### config.mk
export PLATFORM = sky130hd
export DESIGN_NAME = dcache_wb_flat
export DESIGN_NICKNAME = d
export VERILOG_FILES = /design/src/rtl/dcache_wb_pkg.sv /design/src/rtl/dcache_wb_if.sv /design/src/rtl/dcache_wb.sv /design/src/flat_wrapper.sv
export SDC_FILE = /design/constraint.sdc
export NUM_CORES = 1
export LEC_CHECK = 0
export ABC_CLOCK_PERIOD_IN_PS = 2900
export CAP_MARGIN = 20
export CORE_AREA = 4 4 174 176
export CTS_CLUSTER_DIAMETER = 60
export DETAILED_ROUTE_END_ITERATION = 10
export DIE_AREA = 0 0 178 180
export HOLD_SLACK_MARGIN = 0.08
export SLEW_MARGIN = 40
export SYNTH_ARGS = -nofsm -noshare
export SYNTH_HDL_FRONTEND = slang
export SYNTH_SLANG_ARGS = --single-unit
### constraint.sdc
create_clock -name clk -period 2.9 [get_ports clk]
set_input_delay 0.87 -clock clk [delete_from_list [all_inputs] [get_ports clk]]
set_output_delay 0.87 -clock clk [all_outputs]
set_load 0.01 [all_outputs]
### src/rtl/dcache_wb_pkg.sv
// Shared cache definitions for the dcache writeback path.
// Holds the line/tag/index widths, the word-slot positions inside a line, the generic
// ENABLE/DISABLE strobe levels, the writeback FSM state encoding and a line-packing helper.
package dcache_wb_pkg;

   localparam int unsigned LineWidth  = 128;
   localparam int unsigned TagWidth   = 20;
   localparam int unsigned IndexWidth = 8;
   localparam int unsigned AddrWidth  = TagWidth + IndexWidth;

   // Word slots inside a line: word0 occupies [31:0], word3 occupies [127:96].
   localparam int unsigned WORD0 = 0;
   localparam int unsigned WORD1 = 1;
   localparam int unsigned WORD2 = 2;
   localparam int unsigned WORD3 = 3;

   localparam logic ENABLE  = 1'b1;
   localparam logic DISABLE = 1'b0;

   typedef enum logic [2:0] {
      StIdle    = 3'd0,
      StRead    = 3'd1,
      StCapture = 3'd2,
      StSend    = 3'd3,
      StDone    = 3'd4
   } wb_state_e;

   // Build a line from four 32-bit words in slot order.
   function automatic logic [LineWidth-1:0] pack_line(input logic [31:0] w0,
                                                      input logic [31:0] w1,
                                                      input logic [31:0] w2,
                                                      input logic [31:0] w3);
      logic [LineWidth-1:0] line;
      line = '0;
      line[WORD0*32 +: 32] = w0;
      line[WORD1*32 +: 32] = w1;
      line[WORD2*32 +: 32] = w2;
      line[WORD3*32 +: 32] = w3;
      return line;
   endfunction

endpackage

### src/rtl/dcache_wb_if.sv
// Bus bundle for the dcache writeback engine.
// Carries the victim request (wb_start/wb_way/wb_index/wb_tag), the data-RAM read port
// (index, block0_re/block1_re, data0_rd/data1_rd), the L2 line-write handshake
// (l2_wr_req/l2_wr_addr/l2_wr_data/l2_wr_ack) and status (wb_busy, wb_done).
// master: the writeback engine. slave: the surrounding cache / L2 side.
interface dcache_wb_if;
   import dcache_wb_pkg::*;

   logic                  wb_start;
   logic                  wb_way;
   logic [IndexWidth-1:0] wb_index;
   logic [TagWidth-1:0]   wb_tag;
   logic [IndexWidth-1:0] index;
   logic                  block0_re;
   logic                  block1_re;
   logic [LineWidth-1:0]  data0_rd;
   logic [LineWidth-1:0]  data1_rd;
   logic                  l2_wr_req;
   logic [AddrWidth-1:0]  l2_wr_addr;
   logic [LineWidth-1:0]  l2_wr_data;
   logic                  l2_wr_ack;
   logic                  wb_busy;
   logic                  wb_done;

   modport master (
      input  wb_start, wb_way, wb_index, wb_tag, data0_rd, data1_rd, l2_wr_ack,
      output index, block0_re, block1_re, l2_wr_req, l2_wr_addr, l2_wr_data, wb_busy, wb_done
   );

   modport slave (
      output wb_start, wb_way, wb_index, wb_tag, data0_rd, data1_rd, l2_wr_ack,
      input  index, block0_re, block1_re, l2_wr_req, l2_wr_addr, l2_wr_data, wb_busy, wb_done
   );

endinterface

### src/rtl/dcache_wb.sv
// Dirty-victim writeback engine for a 2-way data cache.
// On wb_start (sampled only when idle) it latches way/index/tag, reads the victim line from
// the selected data RAM, captures it into a line buffer, and holds an L2 line write until
// l2_wr_ack, then pulses wb_done for one cycle.
// Ports: clk - system clock; reset - asynchronous active-low reset;
//        bus - dcache_wb_if master modport (request, RAM read port, L2 write, status).
module dcache_wb
   import dcache_wb_pkg::*;
(
   input logic         clk,
   input logic         reset,
   dcache_wb_if.master bus
);

   wb_state_e             state_q, state_d;
   logic                  way_q, way_d;
   logic [IndexWidth-1:0] index_q, index_d;
   logic [TagWidth-1:0]   tag_q, tag_d;
   logic [LineWidth-1:0]  line_q, line_d;

   always_ff @(posedge clk or negedge reset) begin
      if (!reset) begin
         state_q <= StIdle;
         way_q   <= 1'b0;
         index_q <= '0;
         tag_q   <= '0;
         line_q  <= '0;
      end else begin
         state_q <= state_d;
         way_q   <= way_d;
         index_q <= index_d;
         tag_q   <= tag_d;
         line_q  <= line_d;
      end
   end

   always_comb begin
      state_d       = state_q;
      way_d         = way_q;
      index_d       = index_q;
      tag_d         = tag_q;
      line_d        = line_q;
      bus.index     = '0;
      bus.block0_re = DISABLE;
      bus.block1_re = DISABLE;
      bus.l2_wr_req = DISABLE;
      bus.wb_busy   = DISABLE;
      bus.wb_done   = DISABLE;

      unique case (state_q)
         StIdle: begin
            if (bus.wb_start) begin
               way_d   = bus.wb_way;
               index_d = bus.wb_index;
               tag_d   = bus.wb_tag;
               state_d = StRead;
            end
         end
         StRead: begin
            bus.index     = index_q;
            bus.block0_re = ~way_q;
            bus.block1_re = way_q;
            bus.wb_busy   = ENABLE;
            state_d       = StCapture;
         end
         StCapture: begin
            // RAM data is valid one cycle after the read enable, i.e. now.
            line_d      = way_q ? bus.data1_rd : bus.data0_rd;
            bus.wb_busy = ENABLE;
            state_d     = StSend;
         end
         StSend: begin
            bus.l2_wr_req = ENABLE;
            bus.wb_busy   = ENABLE;
            if (bus.l2_wr_ack) begin
               state_d = StDone;
            end
         end
         StDone: begin
            bus.wb_done = ENABLE;
            state_d     = StIdle;
         end
         default: state_d = StIdle;
      endcase
   end

   // Address and data come straight from the latched fields, so they cannot move while
   // the request is held; reset clears them along with the state.
   assign bus.l2_wr_addr = {tag_q, index_q};
   assign bus.l2_wr_data = line_q;

endmodule

### src/flat_wrapper.sv
// flat-port wrapper written by rule: the top's interface ports become plain ports
module dcache_wb_flat import dcache_wb_pkg::*;
  (clk, reset, bus_wb_start, bus_wb_way, bus_wb_index, bus_wb_tag, bus_data0_rd, bus_data1_rd, bus_l2_wr_ack, bus_index, bus_block0_re, bus_block1_re, bus_l2_wr_req, bus_l2_wr_addr, bus_l2_wr_data, bus_wb_busy, bus_wb_done);
  dcache_wb_if bus_i ();
  input logic clk;
  input logic reset;
  input wire logic [$bits(bus_i.wb_start)-1:0] bus_wb_start;
  input wire logic [$bits(bus_i.wb_way)-1:0] bus_wb_way;
  input wire logic [$bits(bus_i.wb_index)-1:0] bus_wb_index;
  input wire logic [$bits(bus_i.wb_tag)-1:0] bus_wb_tag;
  input wire logic [$bits(bus_i.data0_rd)-1:0] bus_data0_rd;
  input wire logic [$bits(bus_i.data1_rd)-1:0] bus_data1_rd;
  input wire logic [$bits(bus_i.l2_wr_ack)-1:0] bus_l2_wr_ack;
  output wire logic [$bits(bus_i.index)-1:0] bus_index;
  output wire logic [$bits(bus_i.block0_re)-1:0] bus_block0_re;
  output wire logic [$bits(bus_i.block1_re)-1:0] bus_block1_re;
  output wire logic [$bits(bus_i.l2_wr_req)-1:0] bus_l2_wr_req;
  output wire logic [$bits(bus_i.l2_wr_addr)-1:0] bus_l2_wr_addr;
  output wire logic [$bits(bus_i.l2_wr_data)-1:0] bus_l2_wr_data;
  output wire logic [$bits(bus_i.wb_busy)-1:0] bus_wb_busy;
  output wire logic [$bits(bus_i.wb_done)-1:0] bus_wb_done;
  assign bus_i.wb_start = bus_wb_start;
  assign bus_i.wb_way = bus_wb_way;
  assign bus_i.wb_index = bus_wb_index;
  assign bus_i.wb_tag = bus_wb_tag;
  assign bus_i.data0_rd = bus_data0_rd;
  assign bus_i.data1_rd = bus_data1_rd;
  assign bus_i.l2_wr_ack = bus_l2_wr_ack;
  assign bus_index = bus_i.index;
  assign bus_block0_re = bus_i.block0_re;
  assign bus_block1_re = bus_i.block1_re;
  assign bus_l2_wr_req = bus_i.l2_wr_req;
  assign bus_l2_wr_addr = bus_i.l2_wr_addr;
  assign bus_l2_wr_data = bus_i.l2_wr_data;
  assign bus_wb_busy = bus_i.wb_busy;
  assign bus_wb_done = bus_i.wb_done;
  dcache_wb u_core (.clk(clk), .reset(reset), .bus(bus_i));
endmodule
-- Yosys cells after proc, flatten, opt, wreduce, memory -nomap -nowiden
Cells that the tools add are included.
- RAM bits: 0
- word-level logic and storage cells: 26
- input bits: 289
- register bits: 160
- ROM bits: 0
- bits in latches: 0
- output and inout bits: 169
- memories kept: 0
- add/subtract/negate cells: 0
- $mul: 0
- bitwise logic cells: 1
- shifts and indexed selects: 0
- magnitude comparators: 0
- equal/unequal tests: 6
- div/mod/pow operators: 0
- multiplexer cells: 10
- reductions and logical operators: 4
- operators by type and width (cell ; number):
    128-bit 2-to-1 mux ; 1
    3-bit one-hot mux with 4 select lines ; 1
    8-bit 2-to-1 mux ; 1
    3-bit by 2-bit equality test with 1-bit output (second input constant) ; 2
    3-bit 2-to-1 mux ; 2
    1-bit 2-to-1 mux ; 5
    2-bit != test (second input constant) ; 2
    2-bit AND reduction ; 2
    3-bit by 1-bit equality test with 1-bit output (second input constant) ; 1
    3-bit equality test (second input constant) ; 1
    3-bit logical NOT ; 1
    3-bit OR reduction ; 1
    1-bit NOT ; 1

-- Logic depth before layout (Yosys ltp)
Gate-level depths: netlist of run 1.
- depth in word-level cells: 3
- depth in mapped cells: 5
- mapped depth without buffers: 2

-- Least setup slack after synthesis of run 1
OpenSTA, ideal clock, no wires.
- path kind: reg2out
- start point: reg u_core.state_q[1]
- end point: out bus_block0_re
- cell stages (with the launch flop): 3
- setup slack: 0.858 ns
- path buffers: 0
- data required time: 2.030 ns
- arrival: 1.172 ns
- cells stage by stage: dfrtp_1 nor3b_1 nor2b_1
- longest elaborated chain between the ends: 2
- RTL lines (element ; RTL line ; source):
    start: declaration ; dcache_wb.sv:15 ; wb_state_e state_q, state_d;
    start signal: assignment ; dcache_wb.sv:23 ; state_q <= StIdle;
    start signal: assignment ; dcache_wb.sv:29 ; state_q <= state_d;
    3-bit by 1-bit equality test with 1-bit output ; dcache_wb.sv:50 ; unique case (state_q)
    1-bit 2-to-1 mux ; dcache_wb.sv:50 ;
    end: declaration ; flat_wrapper.sv:15 ; output wire logic [$bits(bus_i.block0_re)-1:0] bus_block0_re;
No other way between the ends.

-- Final worst setup path of run 1
- start point: reg u_core.state_q[1]
- end point: out bus_index[3]
- longest elaborated chain between the ends: 2
- RTL lines (element ; RTL line ; source):
    3-bit by 1-bit equality test with 1-bit output ; dcache_wb.sv:50 ;
    8-bit 2-to-1 mux ; dcache_wb.sv:50 ;
    end: declaration ; flat_wrapper.sv:14 ; output wire logic [$bits(bus_i.index)-1:0] bus_index;
No other way between the ends.

==> impl_metrics.yaml, run 1 <==
critical_path:
  worstPathRequired_ns: 2.03
  worstSetupStartpointType: "register"
  reg2reg_to: "u_core.bus.l2_wr_data[98]$_DFFE_PN0N_"
  regToRegSetupSlack_ns: 0.90
  rr_worst_depth: 3
  path_max_fanout: 7
  cp.arrival_ns: 1.95
  criticalPathCategory: "register to primary output"
  crit-reg2reg-launch: "u_core.way_q$_DFFE_PN0P_"
  critPathCaptureType: "primary output"
timing:
  hold_violations: 0
  layout_min_cycle_time_ns: 2.822
  fmax_mhz: 354.3
  tightest_slew_ns: 0.8942
  finalSetupViolations: 0
  fin_skew_ns: 0.01088
  slew_headroom: 0.4038
  drv_slew: 0
  setup_ws_ns: 0.07757
  min_period_over_period: 0.9733
finish:
  nets: 1249
  fin_cells: 1357
  antenna_cells: 0
  syn2layout_area_growth_pct: 71.86
  layout-drive-gt1-share: 0.3474
  finish.instance_area_sq_um: 13200
global_routing:
  grt_usage: 0.1490
  grt_remaining_overflow: 0
  grt_pass1_wl_microns: 36840
  first_global_vias: 6284
  antenna_found_initial: 0
  grt_max_degree: 129
yosys:
  yosys_most_used_dff: "dfrtp_1"
  yosysTopAreaCellShare: 0.5212
  synth_top_cell_by_area: "dfrtp_1"
  yosys_warnings: 0
  ys_ff_latch: 160
  ys_seq_area_frac: 0.5212
  netlist_instances: 500
  synth_edf_count: 0
  synth_area_leaders: "dfrtp_1 (52%), mux2_2 (42%), buf_6 (3.4%)"
  yosysMostFrequentCell: "mux2_2"
  syn_area_sq_um: 7682
  syn_avg_cell_area_sq_um: 15.36
  synth_cell_types: 19
  syn_nets: 789
  synth-async-reset-ratio: 1.000
  yosys-top-cells-count: "mux2_2 (285), dfrtp_1 (160), buf_6 (23)"
power_and_ir_drop:
  leakage_nw: 5.202
  fin_total_pwr_mw: 13.51
  peakVddDrop_mv: 0.9186
  power_density_nw_per_um2: 1023
clock_network:
  cts.clk_slew.worst_paths_ns: 0.07
  h-tree-depth: 4
  cts_made_buffers: 17
  clock_path_buffers: 2
  root_buffer: "clkbuf_16"
  clk_latency_ns: 0.41
  cts.sinks: 160
  cts_tree: "yes"
floorplan:
  die-area_sq_um: 32040
  start_util: 0.2684
  top_level_ports: 458
  die_w_microns: 178
  core_sq_um: 28630
  rows: 62
  die_h_microns: 180
drt:
  drcViolationCount: 0
  route.vias.total: 5782
  detail_route.wl_per_cell_microns: 18.48
  wirelength_microns: 25080
  viasPerCell: 4.261
  detail-route-antenna-nets: 0
  drtIter0Drc: 113
  drtPass1Iterations: 4
placed_design:
  portBuffers: 457
  dp.cells: 1321
  dp_hpwl_microns: 19400
  place.gp.congestion: 0.7582
  place_area_sq_um: 12610
  dp_worst_setup_slack_ns: 0.4279
flow_run:
  cap_violations: 0
hold_path:
  min_path_type: "input port to async pin"
run_status:
  outcome: "completed"
-- logic make-up after synthesis --
logic type             after synthesis  synth area share
muxes                              285            0.4178
DFF                                160            0.5212
and+or+nand+nor                     21           0.01873
AOI/OAI and AO/OA                    2          0.001628
buffers and inverters               32           0.04072
-- worst max-delay path, stage by stage, from the launching register on --
cell             delay, ns
dfrtp_2               0.46
nor3b_4               0.22
buf_4                 0.18
and2_1                0.14
clkdlybuf4s50_1       0.54
-- what timing repair did --
action	CTS	global route
hold buffers	0	0
pin swaps	0	1
endpoints found under the setup margin	10	10
gates cloned	0	1
gates resized for setup	2	6
buffers inserted	0	3
-- registers in the layout, indices dropped and copies added, names as in the netlist --
| signal | cells |
|---|---|
| u_core.way_q | 1 |
| u_core.state_q | 3 |
| u_core.index_q | 8 |
| u_core.bus.l2_wr_data | 128 |
| u_core.tag_q | 20 |
-- report_power, final --
group / leakage [nW] / internal [mW] / switching (mW)
combinational: 3.07 / 4.59 / 2.78
clock: 0.254 / 1.14 / 0.969
sequential: 1.88 / 3.42 / 0.603
-- layout make-up --
type	count	area, sq um
Fill cell	2596	15420
Timing Repair Buffer	473	4773
Sequential cell	160	4010
Multi-Input combinational cell	308	3392
Tap cell	384	480.5
Clock buffer	20	446.7
Clock inverter	12	100.1
-- cells in the final DEF (no fill, tap or decap) --
cell,count
dfrtp_4,1
mux2_2,285
nor4b_4,1
a21oi_1,1
dfrtp_1,157
clkinv_4,4
clkinvlp_4,4
clkbuf_1,2
and2_1,11
and3b_1,1
o21bai_1,1
nor2b_1,1
dfrtp_2,2
clkdlybuf4s50_1,455
buf_12,6
and3_1,1
nor2_1,2
clkbuf_8,1
buf_6,1
nor3b_4,2
nor3_1,1
clkbuf_16,17
dlymetal6s2s_1,1
inv_6,4
nand2b_1,1
buf_4,10
-- layer usage --
layer / track usage / wire length (microns) / vias up
met5: 0 / 0 / -
met4: 0.03001 / 269 / 0
met3: 0.05987 / 2525 / 15
met2: 0.2766 / 13330 / 261
met1: 0.1577 / 8959 / 2782
li1: - / - / 2724
-- how the worst max path moves through the flow --
stage / startpoint / end / slack, ns
4_1_cts: u_core.state_q[1]$_DFFE_PN0P_ / bus_index[3] / 0.01
2_1_floorplan: u_core.state_q[1]$_DFFE_PN0P_ / bus_block0_re / 0.86
3_3_place_gp: u_core.state_q[0]$_DFFE_PN0P_ / bus_index[3] / 0.44
6_report: u_core.state_q[1]$_DFFE_PN0P_ / bus_index[3] / 0.08
5_1_grt: u_core.state_q[1]$_DFFE_PN0P_ / bus_index[3] / -0.02
3_5_place_dp: u_core.state_q[0]$_DFFE_PN0P_ / bus_block0_re / 0.43
-- metrics by stage --
step / utilization / hold WS (ns) / TNS (ns)
after floorplan: - / 0.5300 / 0
after global placement: 0.4405 / 0.4887 / 0
after detailed placement: 0.4405 / 0.4945 / 0
after CTS: 0.4597 / 0.4277 / 0
after global routing: 0.4612 / 0.4390 / -0.06058
final: 0.4612 / 0.4239 / 0
(Power assumes the default switching activity.)
==> run 2, diff against run 1 <==
--- a/config.mk
+++ b/config.mk
@@ -6,7 +6,7 @@
 export NUM_CORES = 1
 export LEC_CHECK = 0
 export ABC_CLOCK_PERIOD_IN_PS = 2900
-export CAP_MARGIN = 20
+export CAP_MARGIN = 30
 export CORE_AREA = 4 4 174 176
 export CTS_CLUSTER_DIAMETER = 60
 export DETAILED_ROUTE_END_ITERATION = 10
==> results of run 2 <==
The final DEF is identical to that of run 1; final timing and power are the same.
==> run 3, diff against run 2 <==
--- a/config.mk
+++ b/config.mk
@@ -12,6 +12,8 @@
 export DETAILED_ROUTE_END_ITERATION = 10
 export DIE_AREA = 0 0 178 180
 export HOLD_SLACK_MARGIN = 0.08
+export PLACE_DENSITY = 0.65
+export RECOVER_POWER = 50
 export SLEW_MARGIN = 40
 export SYNTH_ARGS = -nofsm -noshare
 export SYNTH_HDL_FRONTEND = slang
==> run 3 against run 2 <==
  * The flow now finishes with violations (capacitance limit, slew limit)
  * Clock skew up 0.0044 ns
  * Sequential share of layout area about the same
  * Maximum frequency down 0.69%
==> impl_metrics.yaml, run 3 (same netlist as run 1, synthesis figures left out) <==
critical_path:
  worstSetupStartpointType: "register"
  worstPathRequired_ns: 2.03
  rr_worst_depth: 3
  critPathCaptureType: "primary output"
  crit-reg2reg-launch: "u_core.way_q$_DFFE_PN0P_"
  path_max_fanout: 5
  reg2reg_to: "u_core.bus.l2_wr_data[71]$_DFFE_PN0N_"
  cp.arrival_ns: 1.97
  criticalPathCategory: "register to primary output"
  regToRegSetupSlack_ns: 0.19
run_status:
  failed_checks: "capacitance limit, slew limit"
  outcome: "finished, violations left"
placed_design:
  portBuffers: 457
  place_area_sq_um: 12570
  dp_hpwl_microns: 19390
  place.gp.congestion: 0.7680
  dp.cells: 1316
timing:
  rsz0062_at_grt: "true"
  tightest_slew_ns: 2.137
  fmax_mhz: 351.9
  hold_violations: 0
  layout_min_cycle_time_ns: 2.842
  fin_skew_ns: 0.01529
  slew_headroom: -0.4243
  min_period_over_period: 0.9800
  drv_slew: 165
  finalSetupViolations: 0
power_and_ir_drop:
  p_sw_mw: 4.463
  pwr-share-seq: 0.294
  fin_total_pwr_mw: 13.69
  pwr-share-clk: 0.161
  peakVddDrop_mv: 0.6784
  power_density_nw_per_um2: 1038
  internal-power_mw: 9.228
  switching_share: 0.3260
  pwr-share-comb: 0.545
  leakage_nw: 5.301
hold_path:
  min_from: "u_core.bus.l2_wr_data[51]$_DFFE_PN0N_"
  min_path_type: "register to register"
  whs_path_depth: 1
  holdPathEnd: "u_core.bus.l2_wr_data[51]$_DFFE_PN0N_"
finish:
  fin_util: 0.4609
  antenna_cells: 0
  final_common_cell: "clkdlybuf4s50_1"
  largest_register_ffs: 128
  finish.instance_area_sq_um: 13190
  fillers: 2583
  syn2layout_area_growth_pct: 71.73
  nets: 1244
  layout-drive-gt1-share: 0.3450
  fin_cells: 1352
  layout_common_cells: "clkdlybuf4s50_1 (448), mux2_2 (284), dfrtp_1 (156), clkbuf_16 (17), and2_1 (11)"
global_routing:
  grt_pass1_wl_microns: 37510
  antenna_found_initial: 0
  first_global_vias: 6473
  grt_usage: 0.1525
  grt_max_degree: 130
  grt_remaining_overflow: 0
drt:
  detail-route-antenna-nets: 0
  drtPass1Iterations: 4
  route.vias.total: 5809
  drtIter0Drc: 156
  viasPerCell: 4.297
  wl_met1_microns: 9476
  drcViolationCount: 0
  met3_length_microns: 2940
  detail_route.wl_per_cell_microns: 18.82
  top_layer: "met4"
  wirelength_microns: 25440
  met2_length_microns: 12550
floorplan:
  rows: 62
  core_sq_um: 28630
  die-area_sq_um: 32040
  start_util: 0.2684
  die_w_microns: 178
  die_h_microns: 180
  top_level_ports: 458
clock_network:
  hold_buffers: 0
  cts_tree: "yes"
  cts.clk_slew.worst_paths_ns: 0.06
  clock_path_buffers: 2
  h-tree-depth: 4
  cts.sinks: 160
  cts_made_buffers: 17
  root_buffer: "clkbuf_16"
  clk_latency_ns: 0.42
flow_run:
  cap_violations: 2
[run 3: cell types whose count changed in the layout (fill, tap and decap cells not counted), sizes merged]
cell / delta
buf: -7
clkinvlp: -4
clkbuf: +1
clkdlybuf4s50: -7
dlygate4sd3: +1
inv: +5
dlymetal6s2s: +6
[run 3: cell type report]
cell class / instances / area (sq um) / share of cell area
clock inverter: 13 / 117.6 / 0.008915
tap: 384 / 480.5 / 0.03642
multi-input combinational: 308 / 3392 / 0.2571
sequential: 160 / 4011 / 0.3041
timing repair buffer: 468 / 4738 / 0.3592
clock buffer: 19 / 452.9 / 0.03433
[run 3: power by group through the flow]
| stage | clock network [mW] | registers (mW) | logic (mW) |
|---|---|---|---|
| after floorplan | 0 | 4.55 | 3.49 |
| after global placement | 0 | 4.05 | 7.44 |
| after detailed placement | 0 | 4.09 | 7.44 |
| after CTS | 2.29 | 4.04 | 7.57 |
| after global routing | 2.39 | 4.19 | 7.98 |
| final | 2.21 | 4.03 | 7.46 |
[run 3: per-layer routing]
layer,GRT usage,up-vias
met4,0.04486,0
met5,0,-
met1,0.1694,2797
met3,0.06744,15
li1,-,2715
met2,0.2627,282
[run 3: what timing repair did]
item | CTS | global route
buffers inserted | 3 | 0
pin swaps | 1 | 1
resized for setup | 8 | 8
endpoints found under the setup margin | 10 | 10
cloned | 1 | 0
[run 3: how the worst max path moves through the flow]
stage	cells past startpoint	slack [ns]	startpoint	endpoint
after global routing	4	-0.01	u_core.state_q[2]$_DFFE_PN0P_	bus_index[0]
after CTS	4	0.007	u_core.state_q[2]$_DFFE_PN0P_	bus_index[1]
after detailed placement	4	0.42	u_core.state_q[0]$_DFFE_PN0P_	bus_index[1]
after floorplan	2	0.86	u_core.state_q[1]$_DFFE_PN0P_	bus_block0_re
after global placement	4	0.46	u_core.state_q[0]$_DFFE_PN0P_	bus_index[1]
final	4	0.06	u_core.state_q[1]$_DFFE_PN0P_	bus_index[0]
[run 3: critical path, cell delays in order, from the launching register on]
cell and delay [ns]:
dfrtp_2 0.43, nor3b_4 0.30, buf_6 0.16, and2_1 0.13, clkdlybuf4s50_1 0.54
[run 3: through the flow]
stage / setup TNS (ns) / worst slack [ns] / hold WS [ns]
global route: -0.02250 / -0.01336 / 0.5198
finish: 0 / 0.05799 / 0.5046
CTS: 0 / 0.006692 / 0.3394
floorplan: 0 / 0.8582 / 0.5300
detailed placement: 0 / 0.4187 / 0.4940
global placement: 0 / 0.4572 / 0.4883
